--- src/rtl/mdu_iter_pkg.sv ---
// rtl/mdu_iter_pkg.sv - op encoding, FSM states and decode helpers for the iterative mul/div unit
package mdu_iter_pkg;

    localparam int MDU_OPW = 13;

    localparam int MDU_OP_MUL    = 0;
    localparam int MDU_OP_MULH   = 1;
    localparam int MDU_OP_MULHSU = 2;
    localparam int MDU_OP_MULHU  = 3;
    localparam int MDU_OP_DIV    = 4;
    localparam int MDU_OP_DIVU   = 5;
    localparam int MDU_OP_REM    = 6;
    localparam int MDU_OP_REMU   = 7;
    localparam int MDU_OP_MULW   = 8;
    localparam int MDU_OP_DIVW   = 9;
    localparam int MDU_OP_DIVUW  = 10;
    localparam int MDU_OP_REMW   = 11;
    localparam int MDU_OP_REMUW  = 12;

    typedef logic [MDU_OPW-1:0] mdu_op_t;

    localparam logic [1:0] S_IDLE = 2'd0;
    localparam logic [1:0] S_BUSY = 2'd1;
    localparam logic [1:0] S_FIX  = 2'd2;
    localparam logic [1:0] S_DONE = 2'd3;

    localparam mdu_op_t OP_BIT = mdu_op_t'(1);

    localparam mdu_op_t OPS_MUL = (OP_BIT << MDU_OP_MUL) | (OP_BIT << MDU_OP_MULH)
                                | (OP_BIT << MDU_OP_MULHSU) | (OP_BIT << MDU_OP_MULHU)
                                | (OP_BIT << MDU_OP_MULW);
    localparam mdu_op_t OPS_HI  = (OP_BIT << MDU_OP_MULH) | (OP_BIT << MDU_OP_MULHSU)
                                | (OP_BIT << MDU_OP_MULHU);
    localparam mdu_op_t OPS_REM = (OP_BIT << MDU_OP_REM) | (OP_BIT << MDU_OP_REMU)
                                | (OP_BIT << MDU_OP_REMW) | (OP_BIT << MDU_OP_REMUW);
    localparam mdu_op_t OPS_W   = (OP_BIT << MDU_OP_MULW) | (OP_BIT << MDU_OP_DIVW)
                                | (OP_BIT << MDU_OP_DIVUW) | (OP_BIT << MDU_OP_REMW)
                                | (OP_BIT << MDU_OP_REMUW);
    // Operand 1 is signed for these; operand 2 additionally excludes MULHSU.
    localparam mdu_op_t OPS_S2  = (OP_BIT << MDU_OP_MULH) | (OP_BIT << MDU_OP_DIV)
                                | (OP_BIT << MDU_OP_REM) | (OP_BIT << MDU_OP_DIVW)
                                | (OP_BIT << MDU_OP_REMW);
    localparam mdu_op_t OPS_S1  = OPS_S2 | (OP_BIT << MDU_OP_MULHSU);

    function automatic logic is_onehot(input mdu_op_t v);
        return (v != '0) && ((v & (v - OP_BIT)) == '0);
    endfunction

endpackage

--- src/rtl/mdu_iter_if.sv ---
// rtl/mdu_iter_if.sv - request/response handshake bundle between issue logic and the mul/div unit
interface mdu_iter_if #(
    parameter int XLEN  = 64,
    parameter int TAG_W = 5
);
    import mdu_iter_pkg::*;

    logic              i_valid;
    logic              o_ready;
    mdu_op_t           i_fu_sel;
    logic [XLEN-1:0]   i_operand1;
    logic [XLEN-1:0]   i_operand2;
    logic [TAG_W-1:0]  i_tag;
    logic              i_flush;
    logic              o_valid;
    logic              i_ready;
    logic [XLEN-1:0]   o_result;
    logic [TAG_W-1:0]  o_tag;

    modport master (
        output i_valid, i_fu_sel, i_operand1, i_operand2, i_tag, i_flush, i_ready,
        input  o_ready, o_valid, o_result, o_tag
    );

    modport slave (
        input  i_valid, i_fu_sel, i_operand1, i_operand2, i_tag, i_flush, i_ready,
        output o_ready, o_valid, o_result, o_tag
    );

endinterface

--- src/rtl/mdu_div_step.sv ---
// rtl/mdu_div_step.sv - one combinational restoring-division iteration
module mdu_div_step #(
    parameter int W = 64
) (
    input  logic [W-1:0] rem_in,
    input  logic         dividend_msb,
    input  logic [W-1:0] divisor,
    output logic [W-1:0] rem_out,
    output logic         q_bit
);

    logic [W:0]   shifted;
    logic [W-1:0] rem_sub;

    always_comb begin
        shifted = {rem_in, dividend_msb};
        // A set carry-out bit already exceeds any W-bit divisor, and the true
        // difference is below the divisor, so a W-bit wrapping subtract is exact.
        q_bit   = shifted[W] | (shifted[W-1:0] >= divisor);
        rem_sub = shifted[W-1:0] - divisor;
        rem_out = q_bit ? rem_sub : shifted[W-1:0];
    end

endmodule

--- src/rtl/mdu_iter.sv ---
// rtl/mdu_iter.sv - iterative RV M-extension multiply/divide unit with tag pass-through
module mdu_iter
    import mdu_iter_pkg::*;
#(
    parameter int XLEN     = 64,
    parameter int MUL_BITS = 2,
    parameter int TAG_W    = 5
) (
    input  logic      clk,
    input  logic      rst,
    mdu_iter_if.slave bus
);

    localparam int CNT_W = $clog2(XLEN + 1);
    localparam int PW    = XLEN + MUL_BITS;

    localparam logic [CNT_W-1:0] N_MUL  = CNT_W'(XLEN / MUL_BITS);
    localparam logic [CNT_W-1:0] N_MULW = CNT_W'(32 / MUL_BITS);
    localparam logic [CNT_W-1:0] N_DIV  = CNT_W'(XLEN);
    localparam logic [CNT_W-1:0] N_DIVW = CNT_W'(32);

    logic [1:0]        state;
    logic [CNT_W-1:0]  cnt;
    logic [XLEN-1:0]   opnd;
    logic [2*XLEN-1:0] acc;
    logic [TAG_W-1:0]  tag_q;
    logic [XLEN-1:0]   result_q;
    logic [TAG_W-1:0]  tag_out;
    logic              op_mul;
    logic              op_hi;
    logic              op_w;
    logic              op_rem;
    logic              neg_res;
    logic              neg_rem;

    logic              sel_ok;
    logic              w_sel;
    logic              w_op;
    logic              d_nop;
    logic              d_mul;
    logic              d_hi;
    logic              d_rem;
    logic              d_s1;
    logic              d_s2;
    logic              d_neg1;
    logic              d_neg2;
    logic              d_div0;
    logic              d_ovf;
    logic              d_special;
    logic [XLEN-1:0]   wmask;
    logic [XLEN-1:0]   msb_w;
    logic [XLEN-1:0]   a1;
    logic [XLEN-1:0]   a2;
    logic [XLEN-1:0]   mag1;
    logic [XLEN-1:0]   mag2;
    logic [XLEN-1:0]   spec_val;

    always_comb begin
        sel_ok = is_onehot(bus.i_fu_sel);
        w_sel  = |(bus.i_fu_sel & OPS_W);
        w_op   = w_sel && (XLEN == 64);
        d_nop  = w_sel && (XLEN != 64);
        d_mul  = |(bus.i_fu_sel & OPS_MUL);
        d_hi   = |(bus.i_fu_sel & OPS_HI);
        d_rem  = |(bus.i_fu_sel & OPS_REM);
        d_s1   = |(bus.i_fu_sel & OPS_S1);
        d_s2   = |(bus.i_fu_sel & OPS_S2);

        // W-forms operate on the low word; the mask also bounds the magnitudes.
        wmask  = w_op ? XLEN'(32'hFFFF_FFFF) : '1;
        msb_w  = w_op ? XLEN'(32'h8000_0000) : {1'b1, {(XLEN-1){1'b0}}};
        a1     = bus.i_operand1 & wmask;
        a2     = bus.i_operand2 & wmask;
        d_neg1 = d_s1 && (w_op ? bus.i_operand1[31] : bus.i_operand1[XLEN-1]);
        d_neg2 = d_s2 && (w_op ? bus.i_operand2[31] : bus.i_operand2[XLEN-1]);
        mag1   = (d_neg1 ? -bus.i_operand1 : bus.i_operand1) & wmask;
        mag2   = (d_neg2 ? -bus.i_operand2 : bus.i_operand2) & wmask;

        d_div0    = !d_mul && (a2 == '0);
        d_ovf     = !d_mul && d_s2 && (a1 == msb_w) && (a2 == wmask);
        d_special = d_nop || d_div0 || d_ovf;

        if (d_div0) begin
            spec_val = d_rem ? bus.i_operand1 : '1;
        end else begin
            spec_val = d_rem ? '0 : bus.i_operand1;
        end
        if (d_nop) begin
            spec_val = '0;
        end
    end

    // Multiplier: add opnd * low digit into the upper half, then shift the
    // whole accumulator right by one digit.
    logic [PW-1:0]     partial;
    logic [PW-1:0]     mul_sum;
    logic [2*XLEN-1:0] mul_next;

    always_comb begin
        partial  = PW'(opnd) * PW'(acc[MUL_BITS-1:0]);
        mul_sum  = PW'(acc[2*XLEN-1:XLEN]) + partial;
        mul_next = {mul_sum, acc[XLEN-1:MUL_BITS]};
    end

    logic [XLEN-1:0]   rem_next;
    logic              q_bit;
    logic [2*XLEN-1:0] div_next;

    mdu_div_step #(
        .W (XLEN)
    ) u_div_step (
        .rem_in       (acc[2*XLEN-1:XLEN]),
        .dividend_msb (acc[XLEN-1]),
        .divisor      (opnd),
        .rem_out      (rem_next),
        .q_bit        (q_bit)
    );

    assign div_next = {rem_next, acc[XLEN-2:0], q_bit};

    logic [2*XLEN-1:0] prod;
    logic [XLEN-1:0]   quo;
    logic [XLEN-1:0]   rmd;
    logic [XLEN-1:0]   raw;
    logic [XLEN-1:0]   fix_val;

    always_comb begin
        prod = neg_res ? -acc : acc;
        quo  = neg_res ? -acc[XLEN-1:0] : acc[XLEN-1:0];
        rmd  = neg_rem ? -acc[2*XLEN-1:XLEN] : acc[2*XLEN-1:XLEN];
        // A W-form product ends up 32 bits below the top of the low half.
        if (op_mul) begin
            if (op_hi) begin
                raw = prod[2*XLEN-1:XLEN];
            end else if (op_w) begin
                raw = XLEN'(prod[XLEN-1:XLEN-32]);
            end else begin
                raw = prod[XLEN-1:0];
            end
        end else begin
            raw = op_rem ? rmd : quo;
        end
        fix_val = op_w ? XLEN'($signed(raw[31:0])) : raw;
    end

    always_ff @(posedge clk) begin
        if (rst) begin
            state    <= S_IDLE;
            cnt      <= '0;
            opnd     <= '0;
            acc      <= '0;
            tag_q    <= '0;
            result_q <= '0;
            tag_out  <= '0;
            op_mul   <= 1'b0;
            op_hi    <= 1'b0;
            op_w     <= 1'b0;
            op_rem   <= 1'b0;
            neg_res  <= 1'b0;
            neg_rem  <= 1'b0;
        end else if (bus.i_flush) begin
            state <= S_IDLE;
            cnt   <= '0;
        end else begin
            case (state)
                S_IDLE: begin
                    if (bus.i_valid && sel_ok) begin
                        tag_q <= bus.i_tag;
                        op_hi <= d_hi;
                        op_w  <= w_op;
                        if (d_special) begin
                            // The precomputed answer rides through FIX as a plain quotient.
                            op_mul  <= 1'b0;
                            op_rem  <= 1'b0;
                            neg_res <= 1'b0;
                            neg_rem <= 1'b0;
                            acc     <= {{XLEN{1'b0}}, spec_val};
                            state   <= S_FIX;
                        end else begin
                            op_mul  <= d_mul;
                            op_rem  <= d_rem;
                            neg_res <= d_neg1 ^ d_neg2;
                            neg_rem <= d_neg1;
                            if (d_mul) begin
                                opnd <= mag1;
                                acc  <= {{XLEN{1'b0}}, mag2};
                                cnt  <= w_op ? N_MULW : N_MUL;
                            end else begin
                                opnd <= mag2;
                                acc  <= {{XLEN{1'b0}}, (w_op ? (mag1 << (XLEN - 32)) : mag1)};
                                cnt  <= w_op ? N_DIVW : N_DIV;
                            end
                            state <= S_BUSY;
                        end
                    end
                end
                S_BUSY: begin
                    acc <= op_mul ? mul_next : div_next;
                    cnt <= cnt - CNT_W'(1);
                    if (cnt == CNT_W'(1)) begin
                        state <= S_FIX;
                    end
                end
                S_FIX: begin
                    result_q <= fix_val;
                    tag_out  <= tag_q;
                    state    <= S_DONE;
                end
                default: begin
                    if (bus.i_ready) begin
                        state <= S_IDLE;
                    end
                end
            endcase
        end
    end

    assign bus.o_ready  = (state == S_IDLE);
    assign bus.o_valid  = (state == S_DONE);
    assign bus.o_result = result_q;
    assign bus.o_tag    = tag_out;

endmodule
--- src/flat_wrapper.sv ---
// flat-port wrapper written by rule: the top's interface ports become plain ports
module mdu_iter_flat import mdu_iter_pkg::*;
#(
    parameter int XLEN     = 64,
    parameter int MUL_BITS = 2,
    parameter int TAG_W    = 5
)
  (clk, rst, bus_i_valid, bus_i_fu_sel, bus_i_operand1, bus_i_operand2, bus_i_tag, bus_i_flush, bus_i_ready, bus_o_ready, bus_o_valid, bus_o_result, bus_o_tag);
  mdu_iter_if #(.XLEN(XLEN), .TAG_W(TAG_W)) bus_i ();
  input  logic clk;
  input  logic rst;
  input wire logic [$bits(bus_i.i_valid)-1:0] bus_i_valid;
  input wire logic [$bits(bus_i.i_fu_sel)-1:0] bus_i_fu_sel;
  input wire logic [$bits(bus_i.i_operand1)-1:0] bus_i_operand1;
  input wire logic [$bits(bus_i.i_operand2)-1:0] bus_i_operand2;
  input wire logic [$bits(bus_i.i_tag)-1:0] bus_i_tag;
  input wire logic [$bits(bus_i.i_flush)-1:0] bus_i_flush;
  input wire logic [$bits(bus_i.i_ready)-1:0] bus_i_ready;
  output wire logic [$bits(bus_i.o_ready)-1:0] bus_o_ready;
  output wire logic [$bits(bus_i.o_valid)-1:0] bus_o_valid;
  output wire logic [$bits(bus_i.o_result)-1:0] bus_o_result;
  output wire logic [$bits(bus_i.o_tag)-1:0] bus_o_tag;
  assign bus_i.i_valid = bus_i_valid;
  assign bus_i.i_fu_sel = bus_i_fu_sel;
  assign bus_i.i_operand1 = bus_i_operand1;
  assign bus_i.i_operand2 = bus_i_operand2;
  assign bus_i.i_tag = bus_i_tag;
  assign bus_i.i_flush = bus_i_flush;
  assign bus_i.i_ready = bus_i_ready;
  assign bus_o_ready = bus_i.o_ready;
  assign bus_o_valid = bus_i.o_valid;
  assign bus_o_result = bus_i.o_result;
  assign bus_o_tag = bus_i.o_tag;
  mdu_iter #(.XLEN(XLEN), .MUL_BITS(MUL_BITS), .TAG_W(TAG_W)) u_core (.clk(clk), .rst(rst), .bus(bus_i));
endmodule
--- config.mk ---
export PLATFORM = sky130hd
export DESIGN_NAME = mdu_iter_flat
export DESIGN_NICKNAME = d
export VERILOG_FILES = /design/src/rtl/mdu_iter_pkg.sv /design/src/rtl/mdu_iter_if.sv /design/src/rtl/mdu_div_step.sv /design/src/rtl/mdu_iter.sv /design/src/flat_wrapper.sv
export SDC_FILE = /design/constraint.sdc
export NUM_CORES = 2
export LEC_CHECK = 0
export BUFFER_PORTS_ARGS = -buffer_cell sky130_fd_sc_hd__buf_2
export CAP_MARGIN = 30
export CORE_MARGIN = 2
export CORE_UTILIZATION = 30
export DETAILED_ROUTE_END_ITERATION = 7
export GPL_ROUTABILITY_DRIVEN = 0
export SLEW_MARGIN = 10
export SYNTH_ARGS = -nofsm -noshare
export SYNTH_HDL_FRONTEND = slang
export SYNTH_HIERARCHICAL = 1
export SYNTH_SLANG_ARGS = --single-unit
--- constraint.sdc ---
create_clock -name clk -period 4 [get_ports clk]
set_input_delay 1 -clock clk [delete_from_list [all_inputs] [get_ports clk]]
set_output_delay 1 -clock clk [all_outputs]
set_load 0.02 [all_outputs]
# [Word-level counts from Yosys, hierarchy flattened]
# Cells that the tools add are included.
[classes] n_mul=1 n_mux=40 order_cmp=1 n_reduce_logical=29 addsub=9 n_bitwise=9 n_div=0 n_eq_ne=9 shift=0
[ops] cell="$mux W64" count=18
[ops] cell="$mux W128" count=4
[ops] cell="$and A64 B64 Y64" count=4
[ops] cell="$neg A64 Y64" count=4
[ops] cell="$pmux W128 S2" count=1
[ops] cell="$eq A64 B64 Y1" count=2
[ops] cell="$neg A128 Y128" count=1
[ops] cell="$add A64 B66 Y66" count=1
[ops] cell="$mul A64 B2 Y66" count=1
[ops] cell="$ge A64 B64 Y1" count=1
[ops] cell="$logic_not A64 Y1" count=1
[ops] cell="$sub A64 B64 Y64" count=1
[ops] cell="$mux W7" count=4
[ops] cell="$reduce_or A5 Y1" count=3
[ops] cell="$pmux W7 S2" count=1
[ops] cell="$and A13 B13 Y13" count=1
[ops] cell="$logic_not A13 Y1" count=1
[ops] cell="$reduce_bool A13 Y1" count=1
[ops] cell="$sub A13 B1 Y13 const B" count=1
[ops] cell="$reduce_and A3 Y1" count=4
[ops] cell="$logic_and A1 B1 Y1" count=8
[ops] cell="$mux W2" count=4
[ops] cell="$eq A7 B1 Y1 const B" count=1
[ops] cell="$sub A7 B1 Y7 const B" count=1
[ops] cell="21 further kinds" count=29
[totals] latch_bits=0 out_inout_bits=71 inputBits=151 ram_bits=0 reg_bits=281 n_memories=0 word_cells=111 rom_bits=0

# [Logic depth before layout (Yosys ltp)]
[depth] word_depth=10 ltp_mapped=19 mapped_depth_nobuf=17

# [Hierarchy]
# The synthesis kept the hierarchy.
[by_module_without_submodules] module="mdu_iter" area_each_um2=29365.7 n_inst=1 seq_area_each_um2=5625.4 cells_per_inst=4232
[by_module_without_submodules] module="mdu_div_step" area_each_um2=5116.2 n_inst=1 seq_area_each_um2=0.0 cells_per_inst=841

# [Least setup slack after synthesis]
# No wires, ideal clock.
[synth_timing] path_kind="reg-to-reg" from="register u_core.acc[0]" to="register u_core.acc[122]" synth_period_minus_slack_ns=4.247 t_arrival_ns=4.173 stages_incl_launch_ff=18 slack_ns=-0.247 setup_time_ns=0.074 cell_sequence="dfxtp_1 clkbuf_1 clkbuf_1 clkbuf_1 nand2_1 fa_1 inv_1 ha_1 nand4_1 a211oi_1 a22oi_1 o221ai_1 a21oi_1 o31ai_1 a41oi_1 a21boi_0 mux2_2 o21ai_0"
[synth_via] elab_chain_len=4
[synth_lines] item="start: declaration" line_no="mdu_iter.sv:25" source="logic [2*XLEN-1:0] acc;"
[synth_lines] item="start signal: assignment" line_no="mdu_iter.sv:177" source="acc <= {{XLEN{1'b0}}, spec_val};"
[synth_lines] item="start signal: assignment" line_no="mdu_iter.sv:186" source="acc <= {{XLEN{1'b0}}, mag2};"
[synth_lines] item="start signal: assignment" line_no="mdu_iter.sv:190" source="acc <= {{XLEN{1'b0}}, (w_op ? (mag1 << (XLEN - 32)) : mag1)};"
[synth_lines] item="$mul A64 B2 Y66" line_no="mdu_iter.sv:100" source="partial = PW'(opnd) * PW'(acc[MUL_BITS-1:0]);"
[synth_lines] item="$add A64 B66 Y66" line_no="mdu_iter.sv:101" source="mul_sum = PW'(acc[2*XLEN-1:XLEN]) + partial;"
[synth_lines] item="$mux W128" line_no="mdu_iter.sv:198" source="acc <= op_mul ? mul_next : div_next;"
[synth_lines] item="$pmux W128 S2" line_no="mdu_iter.sv:165" source="case (state)"
# Every way passes these cells.
# A chain may end at the register's enable or synchronous reset.

# [Final worst setup path]
[layout_timing] from="register u_core.opnd[32]" to="register u_core.acc[127]"
[layout_via] elab_chain_len=5
[layout_lines] item="start: declaration" line_no="mdu_iter.sv:24" source="logic [XLEN-1:0] opnd;"
[layout_lines] item="start signal: assignment" line_no="mdu_iter.sv:185" source="opnd <= mag1;"
[layout_lines] item="start signal: assignment" line_no="mdu_iter.sv:189" source="opnd <= mag2;"
[layout_lines] item="$ge A64 B64 Y1" line_no="mdu_div_step.sv:19" source="q_bit = shifted[W] | (shifted[W-1:0] >= divisor);"
[layout_lines] item="$or A1 B1 Y1" line_no="mdu_div_step.sv:19"
[layout_lines] item="$mux W64 (*)" line_no="mdu_div_step.sv:21" source="rem_out = q_bit ? rem_sub : shifted[W-1:0];"
[layout_lines] item="net u_core.rem_next[63]" line_no="mdu_iter.sv:105" source="logic [XLEN-1:0] rem_next;"
[layout_lines] item="$mux W128 (*)" line_no="mdu_iter.sv:198"
[layout_lines] item="$pmux W128 S2 (*)" line_no="mdu_iter.sv:165"
[layout_lines] item="end signal: assignment" line_no="mdu_iter.sv:177"
[layout_lines] item="end signal: assignment" line_no="mdu_iter.sv:186"
[layout_lines] item="end signal: assignment" line_no="mdu_iter.sv:198"
# The timed path passes the listed nets; every way through them passes the cells marked *.

==> metrics.cfg <==
[pwr]
power_leakage_nw=19.4
ir_drop_mv=0.251
p_per_area_mw_per_mm2=163

[timing]
maxSlewViolCount=0
fmax_ghz=0.248
fin_skew_ps=34.0
holdWs_ps=444
fin_setup_tns_ps=-50.9
slew_headroom=0.312
fin_crit_sh=1.01
rsz0062_at_grt=yes
finalSetupViolCount=2
finalHoldViolations=0
layout_min_cycle_time_ps=4040
worst_slack_ps=-37.9
worst_pin_slew_ps=1030

[final_layout]
area_growth_pct=32.4
nNetsFinal=6198
finalInstanceArea_mm2=0.0457
drive_above_1_share=0.242
fill_cells=12000
finalNonFillerCells=7377

[clock_network]
htreeDepth=2
cts_tree=done
insertion_delay_ps=590
root_buffer=clkbuf_16
cts.sinks=281
clock_path_buffers=3
clk_pin_slew_ps=60
cts_inserted_buffers=36
postCtsHoldBufs=0

[worst_hold_path]
worstHoldStart=u_core/bus.o_result[7]
holdPathStages=2
min_to=u_core/bus.o_result[7]
hold_class=flip-flop to flip-flop

[floorplanning]
die_w_um=343
rows=124
fp.dieArea_mm2=0.118
die_h_um=343
io_pins=222
fp.coreArea_mm2=0.114
start_util=0.302

[setup_path]
crit_fanout=3
path_cells=buf_4, inv_1, ha_1, nand4_1, nor4_1, buf_4, nand2_1, a21oi_1, buf_4, nor2_1, buf_4, o311ai_4, buf_6, a221oi_2, or4_1, nand3_1, o21ai_1, a31oi_1, a221o_1
arrival_ps=4560
worstPathRequired_ps=4530
crit_top_cell=buf_4
rr_worst_depth=19
critPathSlowestCell=dfxtp_1
r2r-end=u_core/acc[127]
cpPeakStageDelay_ps=540
r2r-start=u_core/opnd[32]
start_kind=flip-flop
end_kind=flip-flop
regToRegSetupSlack_ps=-40
worstSetupPathType=flip-flop to flip-flop

[yosys]
synth.distinct_cells=107
synth_cells=5073
synth-seq-cells=281
synth_edf_count=0
syn_area_mm2=0.0345
synth-seq-area-share=0.163
async_reset_ff_frac=0
synthFlopType=dfxtp_1
synth_fp_nets=5432
synth_warnings=6
synth.avg_cell_area_um2=6.80

[placement]
dp_cells=7269
dp_slack_ps=-404
dp_hpwl_mm=140
port_buffers=221
dpl_cell_area_mm2=0.0430

[routing]
final_antenna_net_count=0
drt-total-wl_mm=177
vias=43600
dr.pass1.iters=8
wl_per_cell_um=24.0
dr.first_iter.drc_count=5861
drcViolationCount=9
via_per_inst=5.91

[grt]
antenna_found_initial=9
grt_first_pass_wirelength_mm=255
gr-total-overflow=0
grtUsageTotal=0.285
grt_max_degree=86
first_global_vias=39500

[run_status]
violations=DRC, setup timing
status=finished with violations

[run]
maxCapViolations=0

layout make-up:
class,count,area [um^2],area share
diodes,1,2.50,0.0000548
clock buffers,44,992,0.0217
clock inverters,19,267,0.00584
inverters,338,1270,0.0278
multi-input cells,4089,27200,0.595
flip-flops and latches,281,5650,0.124
well taps,1512,1890,0.0414
repair buffers,1093,8430,0.185
critical path: cells and delay by family (launching register included):
family,cells,cell delay (ps)
buffers and inverters,6,920
AO/OA/AOI/OAI,6,910
flip-flops,1,540
adder cells (fa/ha/maj),1,280
AND/OR/NAND/NOR,6,1320
layer usage:
| layer | share of wire | GRT usage | vias up |
|---|---|---|---|
| li1 | - | - | 19700 |
| met1 | 0.39 | 0.375 | 20300 |
| met2 | 0.41 | 0.422 | 2981 |
| met3 | 0.12 | 0.0699 | 625 |
| met4 | 0.073 | 0.166 | 8 |
| met5 | 0.00028 | 0 | - |
registers in the layout, summed over array words and instances, names as in the netlist, 2 cells and up:
name,count
u_core/state,2
u_core/tag_q,5
u_core/cnt,7
u_core/bus.o_result,64
u_core/opnd,64
u_core/bus.o_tag,5
u_core/acc,128
worst max-delay path by stage:
stage                                   from               to  cells past startpoint
after floorplan                u_core/acc[1]  u_core/acc[127]                     17
after global placement        u_core/opnd[1]  u_core/acc[121]                     19
after detailed placement  bus_i_operand1[35]   u_core/opnd[9]                     12
after CTS                      u_core/acc[0]  u_core/acc[123]                     18
after global routing         u_core/opnd[23]  u_core/acc[127]                     18
final                        u_core/opnd[32]  u_core/acc[127]                     19
repair_timing:
item | CTS | global route
pin swaps | 18 | 70
cloned | 2 | 2
setup buffers | 14 | 26
gates resized for setup | 59 | 157
endpoints found under the setup margin | 31 | 64
cells by family (layout without fill, tap and decap cells):
kind of cell | after synthesis | after routing | share of synthesized area
xor+xnor | 387 | 387 | 0.0983
flops | 281 | 281 | 0.163
simple gates | 1759 | 1759 | 0.240
compound gates | 1630 | 1630 | 0.299
other cells | 0 | 1 | 0
buf+inv | 703 | 1494 | 0.0792
mux | 104 | 104 | 0.0310
fa+ha+maj | 209 | 209 | 0.0899
cell usage after synthesis, types with 24 or more instances:
cell / n / area share
a211oi_1: 65 / 0.014
a21o_1: 73 / 0.016
a21oi_1: 478 / 0.069
a221oi_1: 32 / 0.0081
a22oi_1: 38 / 0.0083
a31oi_1: 47 / 0.0085
and3_1: 24 / 0.0044
buf_2: 55 / 0.0080
clkbuf_1: 289 / 0.031
dfxtp_1: 281 / 0.16
fa_1: 65 / 0.038
ha_1: 143 / 0.052
inv_1: 330 / 0.036
mux2i_1: 82 / 0.024
nand2_1: 682 / 0.074
nand2b_1: 24 / 0.0044
nand3_1: 115 / 0.017
nand4_1: 90 / 0.016
nor2_1: 410 / 0.045
nor3_1: 143 / 0.021
nor4_1: 47 / 0.0085
o211ai_1: 96 / 0.021
o21ai_0: 401 / 0.058
o21ai_1: 32 / 0.0046
o21bai_1: 31 / 0.0067
o22ai_1: 36 / 0.0065
o31ai_1: 68 / 0.015
o41ai_1: 26 / 0.0066
or3_1: 50 / 0.0091
or4_1: 47 / 0.010
xnor2_1: 265 / 0.067
xor2_1: 122 / 0.031
through the flow:
stage	power (mW)	utilization
2_1_floorplan	3.29	-
3_3_place_gp	3.83	0.376
3_5_place_dp	3.84	0.376
4_1_cts	7.41	0.391
5_1_grt	7.61	0.400
6_report	7.46	0.400
power breakdown:
group | switching, mW | internal [mW] | total, mW
logic | 0.645 | 0.384 | 1.03
clock network | 1.48 | 2.16 | 3.64
registers | 0.000304 | 2.79 | 2.79
cells in the final DEF, fill, tap and decap left out, types with 47 or more instances in the layout:
cell type and count:
buf_4 807, nand2_1 676, a21oi_1 449, nor2_1 397, o21ai_0 376, inv_1 321, dfxtp_1 268, xnor2_1 264
buf_2 220, nor3_1 136, xor2_1 122, ha_1 115, nand3_1 113, o211ai_1 96, nand4_1 90, mux2i_1 82
a21o_1 72, o31ai_1 64, fa_1 64, a211oi_1 57, buf_12 55, or3_1 49, or4_1 47, o21ai_1 47
No activity file was read; power rests on OpenSTA's default activity.
